<file path="config.mk">
export PLATFORM = sky130hd
export DESIGN_NAME = pipe_stall_ctrl
export DESIGN_NICKNAME = d
export VERILOG_FILES = /design/src/rtl/pipe_stall_ctrl.sv
export SDC_FILE = /design/constraint.sdc
export NUM_CORES = 1
export LEC_CHECK = 0
export CAP_MARGIN = 20
export CORE_AREA = 2 2 77 98
export DETAILED_ROUTE_END_ITERATION = 12
export DIE_AREA = 0 0 79 100
export PLACE_DENSITY = 0.84
export RECOVER_POWER = 50
export SLEW_MARGIN = 20
export SYNTH_ARGS = -nofsm -noshare
export SYNTH_HDL_FRONTEND = slang
export SYNTH_SLANG_ARGS = --single-unit
</file>
<file path="constraint.sdc">
create_clock -name clk_i -period 2.6 [get_ports clk_i]
set_input_delay 0.52 -clock clk_i [delete_from_list [all_inputs] [get_ports clk_i]]
set_output_delay 0.52 -clock clk_i [all_outputs]
set_load 0.01 [all_outputs]
</file>
<file path="src/rtl/pipe_stall_ctrl.sv">
// Central stall/hazard controller: turns the dcache stall into a global halt,
// inserts load-use bubbles and branch flushes, and watches for runaway misses.
module pipe_stall_ctrl #(
  parameter int TIMEOUT_CYCLES = 1024,
  parameter int CNT_W          = 16
) (
  input  logic             clk_i,
  input  logic             rst_i,
  input  logic             mem_stall_i,
  input  logic             idex_memread_i,
  input  logic [4:0]       idex_rt_i,
  input  logic [4:0]       ifid_rs_i,
  input  logic [4:0]       ifid_rt_i,
  input  logic             branch_taken_i,
  output logic             halt_o,
  output logic             pc_write_o,
  output logic             ifid_write_o,
  output logic             idex_bubble_o,
  output logic             ifid_flush_o,
  output logic             timeout_o,
  output logic [1:0]       state_o,
  output logic [CNT_W-1:0] miss_count_o,
  output logic [CNT_W-1:0] stall_cycles_o,
  output logic [CNT_W-1:0] bubble_count_o
);

  typedef enum logic [1:0] {
    RUN     = 2'd0,
    MISS    = 2'd1,
    TIMEOUT = 2'd2
  } state_e;

  localparam logic [15:0] TIMER_LIM = 16'(TIMEOUT_CYCLES);

  state_e           state_q, state_d;
  logic [15:0]      timer_q, timer_d;
  logic             timeout_q, timeout_d;
  logic [CNT_W-1:0] miss_count_q, miss_count_d;
  logic [CNT_W-1:0] stall_cycles_q, stall_cycles_d;
  logic [CNT_W-1:0] bubble_count_q, bubble_count_d;
  logic             load_use;
  logic             miss_start;

  function automatic logic [CNT_W-1:0] sat_inc(input logic [CNT_W-1:0] v, input logic en);
    if (en && (v != {CNT_W{1'b1}})) begin
      return v + CNT_W'(1);
    end
    return v;
  endfunction

  always_comb begin
    load_use = idex_memread_i && (idex_rt_i != 5'd0) &&
               ((idex_rt_i == ifid_rs_i) || (idex_rt_i == ifid_rt_i));
    halt_o   = mem_stall_i || (state_q == TIMEOUT);
    // A halted pipeline keeps its hazard inputs frozen; they are re-evaluated on release.
    pc_write_o    = halt_o || !load_use;
    ifid_write_o  = halt_o || !load_use;
    idex_bubble_o = !halt_o && load_use;
    ifid_flush_o  = branch_taken_i && !load_use && !halt_o;
  end

  always_comb begin
    state_d    = state_q;
    timer_d    = timer_q;
    timeout_d  = timeout_q;
    miss_start = 1'b0;
    case (state_q)
      RUN: begin
        if (mem_stall_i) begin
          state_d    = MISS;
          timer_d    = 16'd1;
          miss_start = 1'b1;
        end
      end
      MISS: begin
        if (!mem_stall_i) begin
          state_d = RUN;
          timer_d = 16'd0;
        end else if (timer_q < TIMER_LIM) begin
          timer_d = timer_q + 16'd1;
        end else begin
          state_d   = TIMEOUT;
          timeout_d = 1'b1;
        end
      end
      TIMEOUT: begin
        state_d = TIMEOUT;
      end
      default: begin
        state_d = RUN;
        timer_d = 16'd0;
      end
    endcase
    miss_count_d   = sat_inc(miss_count_q, miss_start);
    stall_cycles_d = sat_inc(stall_cycles_q, mem_stall_i && (state_q != TIMEOUT));
    bubble_count_d = sat_inc(bubble_count_q, idex_bubble_o);
  end

  always_ff @(posedge clk_i or negedge rst_i) begin
    if (!rst_i) begin
      state_q        <= RUN;
      timer_q        <= 16'd0;
      timeout_q      <= 1'b0;
      miss_count_q   <= '0;
      stall_cycles_q <= '0;
      bubble_count_q <= '0;
    end else begin
      state_q        <= state_d;
      timer_q        <= timer_d;
      timeout_q      <= timeout_d;
      miss_count_q   <= miss_count_d;
      stall_cycles_q <= stall_cycles_d;
      bubble_count_q <= bubble_count_d;
    end
  end

  assign timeout_o      = timeout_q;
  assign state_o        = state_q;
  assign miss_count_o   = miss_count_q;
  assign stall_cycles_o = stall_cycles_q;
  assign bubble_count_o = bubble_count_q;

endmodule

</file>
==> results of run 1 <==
-- power breakdown --
part | switching (mW) | internal (mW)
registers | 0.169 | 1.17
clock network | 0.417 | 0.345
logic | 0.285 | 0.376
total | 0.871 | 1.89
-- logic make-up after synthesis --
family,share of synthesized area
and+or+nand+nor,0.2604
DFF,0.4921
xor gates and xnor gates,0.1311
AOI/OAI and AO/OA,0.05729
buffers and inverters,0.01396
muxes,0.03048
adders and majority gates,0.01469
-- layout make-up --
type                            count  area (sq um)
Fill cell                         605          2571
Tap cell                           92         115.1
Inverter                            5         18.77
Multi-Input combinational cell    257          1702
Clock inverter                      6         42.54
Sequential cell                    67          1677
Timing Repair Buffer               91         840.8
Clock buffer                       10         127.6
-- registers in the layout, indices dropped and copies added, names as in the netlist --
signal,flops
timeout_o,1
bubble_count_o,16
state_o,2
miss_count_o,16
stall_cycles_o,16
timer_q,16
-- timing repair --
item / in CTS / in global routing
endpoints found under the setup margin: 4 / 4
resized for setup: 18 / 4
pin swaps: 1 / 4
-- worst paths after layout --
kind	start	slack [ns]	to	cells past startpoint
setup / recovery	ifid_rt_i[4]	0.11	ifid_write_o	7
hold / removal	timeout_o	0.46	timeout_o	1
setup reg to reg	state_o[1]	0.67	bubble_count_o[7]	8
hold reg to reg	timeout_o	0.46	timeout_o	1
max in group asynchronous	rst_i	0.68	state_o[0]	2
min in group asynchronous	rst_i	0.54	timer_q[5]	1
-- cells in the final DEF, fill, tap and decap left out, drive strengths merged, types with 3 or more instances in the layout --
cell type / count
nand4: 22
xnor2: 38
dfrtp: 67
and4: 5
a21oi: 9
o21ai: 9
clkinv: 4
or2: 6
nand2b: 6
buf: 15
clkdlybuf4s50: 56
and2: 5
xor2: 13
clkbuf: 15
nand3b: 3
nand3: 26
nor4: 7
nor3: 6
dlymetal6s2s: 3
and3: 8
nor2b: 5
dlygate4sd3: 9
a31oi: 3
mux2: 8
nor2: 33
o31ai: 4
ha: 4
nand2: 25
inv: 5
-- synthesized netlist by cell type (all sizes together), types with 5 or more instances --
master	instances
nor2b	5
nand2	25
nor4	7
and3	8
a21oi	9
nor3	6
nor2	33
o21ai	9
inv	5
and4	5
nand2b	6
xnor2	38
and2	5
nand4	22
xor2	13
or2	6
dfrtp	67
nand3	26
mux2	8
-- per-layer routing --
layer	GRT usage	up-vias	routed length, um
met5	0	-	0
met4	0.09151	0	140
met3	0.04946	14	357
met2	0.3527	89	3903
met1	0.2516	1378	3166
li1	-	1382	-
-- critical path, stage by stage --
cell             delay (ns)
clkdlybuf4s50_1        0.48
xnor2_1                0.12
nand3_1                0.14
o22ai_4                0.21
nand2b_4               0.08
or2_2                  0.28
buf_2                  0.15
==> results.yml, run 1 <==
power_and_ir_drop:
  ir_worst_vdd_v: 0.0003546
  power.density_nw_per_um2: 610.0
  leakagePower_nw: 1.932
  power_mw: 2.759
clock_network:
  cts_root_buffer: "clkbuf_8"
  path_clk_slew_ns: 0.07
  cts_made_buffers: 9
  cts_setup_buffers: 0
  ctsHoldBuffers: 0
  cts_max_path_buffers: 2
  cts-htree-levels: 3
  clk_latency_ns: 0.36
  cts_tree: "built"
  cts_sinks: 67
grt:
  grt_pass1_wl_mm: 12.95
  antenna_found_initial: 0
  track_usage: 0.2081
  first_global_vias: 2895
  grt_max_degree: 31
  overflow: 0
setup_path:
  arrival_ns: 1.97
  worstPathRequired_ns: 2.08
  crit_type: "primary input to output pin"
  cp_max_fo: 3
  start_kind: "primary input"
  endpoint_kind: "output pin"
layout:
  final_cells: 528
  final_nets: 455
  post-route-util: 0.6376
  design_area_sq_um: 4523
  drive_gt1_frac: 0.1216
  syn2layout_area_growth_pct: 32.76
  antenna_cells: 0
detailed_routing:
  ant_nets: 0
  drt_first_pass_iters: 4
  wl_per_cell_um: 14.33
  drt-total-wl_mm: 7.568
  drc: 0
  vias: 2863
  drtIter0Drc: 117
  routed_via_density: 5.422
placement:
  dp_hpwl_mm: 5.498
  place_inst: 512
  port-buffer-count: 75
  place.gp.congestion: 0.8163
  place_ws_ns: -0.5271
  placed_area_sq_um: 4359
sta:
  skew_ns: 0.009467
  setup_slack_ns: 0.1107
  rsz0062_at_grt: "false"
  tightest_slew_ns: 1.568
  timing.final.max_slew_violations: 31
  fin_hold_ws_ns: 0.4598
  relSlewSlack: -0.04545
  post-route-period-util: 0.9574
  finalSetupViolations: 0
  fmax_ghz: 0.4017
  period_needed_ns: 2.489
  hold_viol_final: 0
  tns_ns: 0
synthesis:
  avgSynthCellArea_sq_um: 10.17
  synth_top_area_frac: 0.4921
  syn_nets: 359
  seq_area_frac_synth: 0.4921
  synth_edf_count: 0
  synthCells: 335
  netlist_area_sq_um: 3407
  synth_cell_type_count: 43
  yosysWarnings: 0
  synth_area_leader_cell: "dfrtp_1"
  postSynth.asyncResetShare: 1.000
  synthTopCellsByArea: "dfrtp_1, xnor2_1, nand4_1, nand3_1, nor2_1"
  yosys_most_used_dff: "dfrtp_1"
  ys_seq_elements: 67
floorplan:
  initial_core_util: 0.4802
  row_count: 35
  die_h_um: 100
  coreArea_sq_um: 7094
  io_pins: 76
  die-area_sq_um: 7900
  die_x_um: 79
outcome:
  violations: "capacitance limit, slew limit"
  status: "complete, but fails checks"
min_path:
  hold_path.class: "flop to flop"
run:
  maxCapViolations: 1
No activity file was read; power rests on OpenSTA's default activity.
==> run 2: changes to the inputs <==
clock period = 2.9 ns   (was 2.6 ns; I/O delays follow)
==> results.yml, run 2 (same netlist as run 1, synthesis figures left out) <==
floorplan:
  die_x_um: 79
  die_h_um: 100
  die-area_sq_um: 7900
  row_count: 35
  io_pins: 76
  initial_core_util: 0.4802
  coreArea_sq_um: 7094
detailed_routing:
  ant_nets: 0
  drtIter0Drc: 159
  routed.top_layer: "met4"
  wl_per_cell_um: 14.29
  wl_met2_mm: 3.971
  drt-total-wl_mm: 7.457
  routed_via_density: 5.481
  drt_first_pass_iters: 4
  wl_met1_mm: 3.044
  wl_met3_um: 337
  vias: 2861
  drc: 0
setup_path:
  crit_family: "buffers and inverters"
  path_cells: "clkdlybuf4s50_1, buf_4, xnor2_1, nand2_1, o22ai_4, nand2b_4, or2_2, dlygate4sd2_1"
  start_kind: "primary input"
  crit_type: "primary input to output pin"
  arrival_ns: 2.23
  r2r-start: "miss_count_o[0]"
  reg2reg_to: "miss_count_o[6]"
  worstPathRequired_ns: 2.32
  slowest_stage: "clkdlybuf4s50_1"
  cp_max_fo: 3
  reg2reg_slack_ns: 0.98
  endpoint_kind: "output pin"
  path_buf_inv: 3
  max_stage_delay_ns: 0.41
  worstRegToRegCells: 6
power_and_ir_drop:
  power_mw: 2.683
  power.density_nw_per_um2: 588.9
  ir_worst_vdd_v: 0.0003776
  leakagePower_nw: 1.936
grt:
  grt_max_degree: 36
  grt_pass1_wl_mm: 12.59
  antenna_found_initial: 0
  first_global_vias: 2840
  overflow: 0
  track_usage: 0.2016
sta:
  tightest_slew_ns: 1.700
  fmax_ghz: 0.3554
  relSlewSlack: -0.1337
  skew_ns: 0.01206
  finalSetupViolations: 0
  timing.final.max_slew_violations: 34
  hold_viol_final: 0
  fin_hold_ws_ns: 0.4748
  post-route-period-util: 0.9701
  period_needed_ns: 2.813
  rsz0062_at_grt: "false"
  setup_slack_ns: 0.08660
  tns_ns: 0
min_path:
  whs_path_depth: 1
  hold_end: "timeout_o"
  hold_path_startpoint: "timeout_o"
  hold_path.class: "flop to flop"
clock_network:
  cts_root_buffer: "clkbuf_8"
  cts_sinks: 67
  cts_tree: "built"
  cts_max_path_buffers: 2
  cts_made_buffers: 9
  path_clk_slew_ns: 0.07
  cts-htree-levels: 3
  ctsHoldBuffers: 0
  clk_latency_ns: 0.34
  cts_setup_buffers: 0
layout:
  final_nets: 450
  layout_common_cells: "dfrtp_1, clkdlybuf4s50_1, xnor2_1, nor2_1, nand3_1"
  post-route-util: 0.6422
  antenna_cells: 0
  drive_gt1_frac: 0.1023
  design_area_sq_um: 4556
  syn2layout_area_growth_pct: 33.71
  final_cells: 522
  final_common_cell: "dfrtp_1"
placement:
  port-buffer-count: 75
  dp_hpwl_mm: 5.478
  place.gp.congestion: 0.8347
  place_ws_ns: -0.3126
  place_inst: 507
  placed_area_sq_um: 4334
outcome:
  status: "complete, but fails checks"
  violations: "capacitance limit, slew limit"
run:
  maxCapViolations: 1
-- run 2: changes by cell type in the layout (fill, tap and decap cells not counted), moves of 2 or more --
cell           before  now
dlygate4sd3_1       9   11
buf_4              12    8
dlygate4sd2_1       2    4
buf_2               3    0
bufinv_16           0    3
clkinv_4            2    0
-- run 2: repair_timing --
item	4_1_cts	5_1_grt
resized for setup	6	4
endpoints found under the hold margin	0	0
pin swaps	0	2
endpoints found under the setup margin	4	3
-- run 2: how the worst max path moves through the flow --
| stage | startpoint | to | slack [ns] | cells after the start |
|---|---|---|---|---|
| after floorplan | idex_rt_i[1] | pc_write_o | 0.61 | 5 |
| after global placement | idex_rt_i[2] | ifid_flush_o | -0.26 | 6 |
| after detailed placement | idex_rt_i[2] | ifid_flush_o | -0.31 | 6 |
| after CTS | idex_rt_i[4] | pc_write_o | 0.04 | 7 |
| after global routing | idex_rt_i[1] | pc_write_o | 0.009 | 8 |
| final | idex_rt_i[1] | pc_write_o | 0.09 | 8 |
-- run 2: where the power goes --
group | internal (mW) | total (mW) | switching (mW)
Combinational | 0.334 | 0.588 | 0.253
Clock | 0.565 | 0.907 | 0.342
Sequential | 1.05 | 1.19 | 0.142
Total | 1.95 | 2.68 | 0.737
-- run 2: final cells by class --
cell class / instances / area [sq um]
Fill cell: 579 / 2539
Timing Repair Buffer: 86 / 817.0
Sequential cell: 67 / 1677
Clock inverter: 5 / 102.6
Tap cell: 92 / 115.1
Multi-Input combinational cell: 257 / 1698
Inverter: 5 / 18.77
Clock buffer: 10 / 127.6
-- run 2: worst register-to-register path: cells and delay by family, from the launching register on --
kind / cells / cell delay (ns)
and+or+nand+nor: 4 / 1.00
DFF: 1 / 0.44
adders and majority gates: 1 / 0.23
xor gates and xnor gates: 1 / 0.14
-- run 2: per-layer routing --
| metal | vias up | global-route usage |
|---|---|---|
| met5 | - | 0 |
| met4 | 0 | 0.09284 |
| met3 | 14 | 0.04406 |
| met2 | 89 | 0.3527 |
| met1 | 1385 | 0.2347 |
| li1 | 1373 | - |
==> run 3: changes to the inputs <==
--- a/config.mk
+++ b/config.mk
@@ -10,4 +10,5 @@
 export DETAILED_ROUTE_END_ITERATION = 12
 export DIE_AREA = 0 0 79 100
+export GPL_ROUTABILITY_DRIVEN = 0
 export PLACE_DENSITY = 0.84
 export RECOVER_POWER = 50
==> constraint.sdc (replaced) <==
create_clock -name clk_i -period 2.9 [get_ports clk_i]
set_input_delay 0.58 -clock clk_i [delete_from_list [all_inputs] [get_ports clk_i]]
set_output_delay 0.58 -clock clk_i [all_outputs]
set_load 0.05 [all_outputs]
==> results.yml, run 3 (same netlist as run 1, synthesis figures left out) <==
setup_path:
  arrival_ns: 2.28
  crit_type: "primary input to output pin"
  worstRegToRegCells: 7
  reg2reg_slack_ns: 0.91
  cp_max_fo: 3
  start_kind: "primary input"
  crit_family: "simple AND/OR/NAND/NOR gates"
  path_cells: "clkdlybuf4s50_1, or4_1, o21ai_2, nand2b_4, and3_1, buf_12"
  slowest_stage: "or4_1"
  reg2reg_to: "bubble_count_o[13]"
  max_stage_delay_ns: 0.55
  endpoint_kind: "output pin"
  r2r-start: "state_o[0]"
  worstPathRequired_ns: 2.32
  path_buf_inv: 2
layout:
  layout_common_cells: "dfrtp_1, clkdlybuf4s50_1, xnor2_1, nor2_1, nand3_1"
  drive_gt1_frac: 0.1077
  syn2layout_area_growth_pct: 34.30
  seq_area_sq_um: 1677
  fillerInstances: 577
  post-route-util: 0.6450
  antenna_cells: 0
  multi_input_area_sq_um: 1690
  final_nets: 446
detailed_routing:
  ant_nets: 0
  drc: 0
  wl_per_cell_um: 14.45
  drt-total-wl_mm: 7.502
  drt_first_pass_iters: 4
  routed_via_density: 5.503
  vias: 2856
  drtIter0Drc: 136
grt:
  first_global_vias: 2880
  track_usage: 0.2043
  grt_max_degree: 68
  overflow: 0
  antenna_found_initial: 0
  grt_pass1_wl_mm: 12.79
clock_network:
  ctsHoldBuffers: 0
  cts_max_path_buffers: 2
  cts_made_buffers: 9
  cts_resized: 0
  cts_root_buffer: "clkbuf_8"
  clk_latency_ns: 0.35
  cts-htree-levels: 3
  cts_tree: "built"
  cts_setup_buffers: 0
  path_clk_slew_ns: 0.07
  cts_sinks: 67
power_and_ir_drop:
  leakagePower_nw: 1.912
  ir_worst_vdd_v: 0.0003454
  power.density_nw_per_um2: 672.7
min_path:
  hold_path_startpoint: "timeout_o"
  whs_path_depth: 1
  hold_end: "timeout_o"
  hold_path.class: "flop to flop"
floorplan:
  die-area_sq_um: 7900
  die_h_um: 100
  io_pins: 76
  die_x_um: 79
  initial_core_util: 0.4802
  row_count: 35
  coreArea_sq_um: 7094
outcome:
  status: "complete, but fails checks"
  violations: "capacitance limit, slew limit"
sta:
  tightest_slew_ns: 1.619
  timing.final.max_slew_violations: 68
  skew_ns: 0.005651
  finalSetupViolations: 0
  fmax_ghz: 0.3498
  post-route-period-util: 0.9857
  hold_viol_final: 0
  relSlewSlack: -0.07905
  period_needed_ns: 2.858
  setup_slack_ns: 0.04150
placement:
  port-buffer-count: 75
  dp_hpwl_mm: 5.487
  place_ws_ns: 0.01009
run:
  maxCapViolations: 1
==> run 3: cell types whose count changed in the layout (fill, tap and decap cells not counted), sizes merged <==
cell,before,now
clkdlybuf4s15,1,0
clkdlybuf4s50,56,67
dlygate4sd3,11,1
dlymetal6s2s,2,1
buf,8,9
clkinv,1,3
dlygate4sd2,4,0
clkinvlp,1,0
==> run 3: area by class of cell <==
class | instances | area share
clock buffers | 10 | 0.03008
clock inverters | 6 | 0.02461
inverters | 5 | 0.004102
multi-input cells | 257 | 0.3694
flip-flops and latches | 67 | 0.3664
well taps | 92 | 0.02516
repair buffers | 82 | 0.1802
==> run 3: where the power goes <==
group,leakage (nW),switching (mW),internal (mW)
registers,0.897,0.151,1.05
clock network,0.126,0.360,0.596
logic,0.888,0.588,0.337
total,1.91,1.10,1.98
==> run 3: worst register-to-register path: stages (launching register included) <==
cell	delay, ns
dfrtp_1	0.60
nor2b_1	0.16
nor2_1	0.16
inv_1	0.14
nor3_1	0.27
buf_4	0.23
nand4_1	0.14
xnor2_1	0.18
==> run 3: through the flow <==
stage | hold WS (ns) | cell area [sq um] | power, mW | cells | TNS [ns]
final | 0.4700 | 4576 | 3.078 | 519 | 0
after global routing | 0.4838 | 4576 | 3.208 | 519 | -0.01502
after CTS | 0.2469 | 4592 | 3.108 | 519 | 0
after detailed placement | 0.4635 | 4342 | 2.146 | 503 | 0
after global placement | 0.4554 | 4342 | 2.120 | 503 | 0
after floorplan | 0.2844 | 3407 | 1.785 | 335 | 0
==> run 3: worst max-delay path by stage <==
stage | from | end | cells after the start
2_1_floorplan | state_o[1] | pc_write_o | 5
3_3_place_gp | idex_rt_i[1] | ifid_flush_o | 6
3_5_place_dp | idex_rt_i[1] | ifid_flush_o | 6
4_1_cts | idex_rt_i[1] | ifid_flush_o | 6
5_1_grt | idex_rt_i[2] | ifid_flush_o | 6
6_report | idex_rt_i[2] | ifid_flush_o | 6
==> run 3: metal layers <==
| layer | global-route usage | share of wire |
|---|---|---|
| met5 | 0 | 0 |
| met4 | 0.09019 | 0.019 |
| met3 | 0.04227 | 0.038 |
| met2 | 0.3559 | 0.53 |
| met1 | 0.2423 | 0.41 |
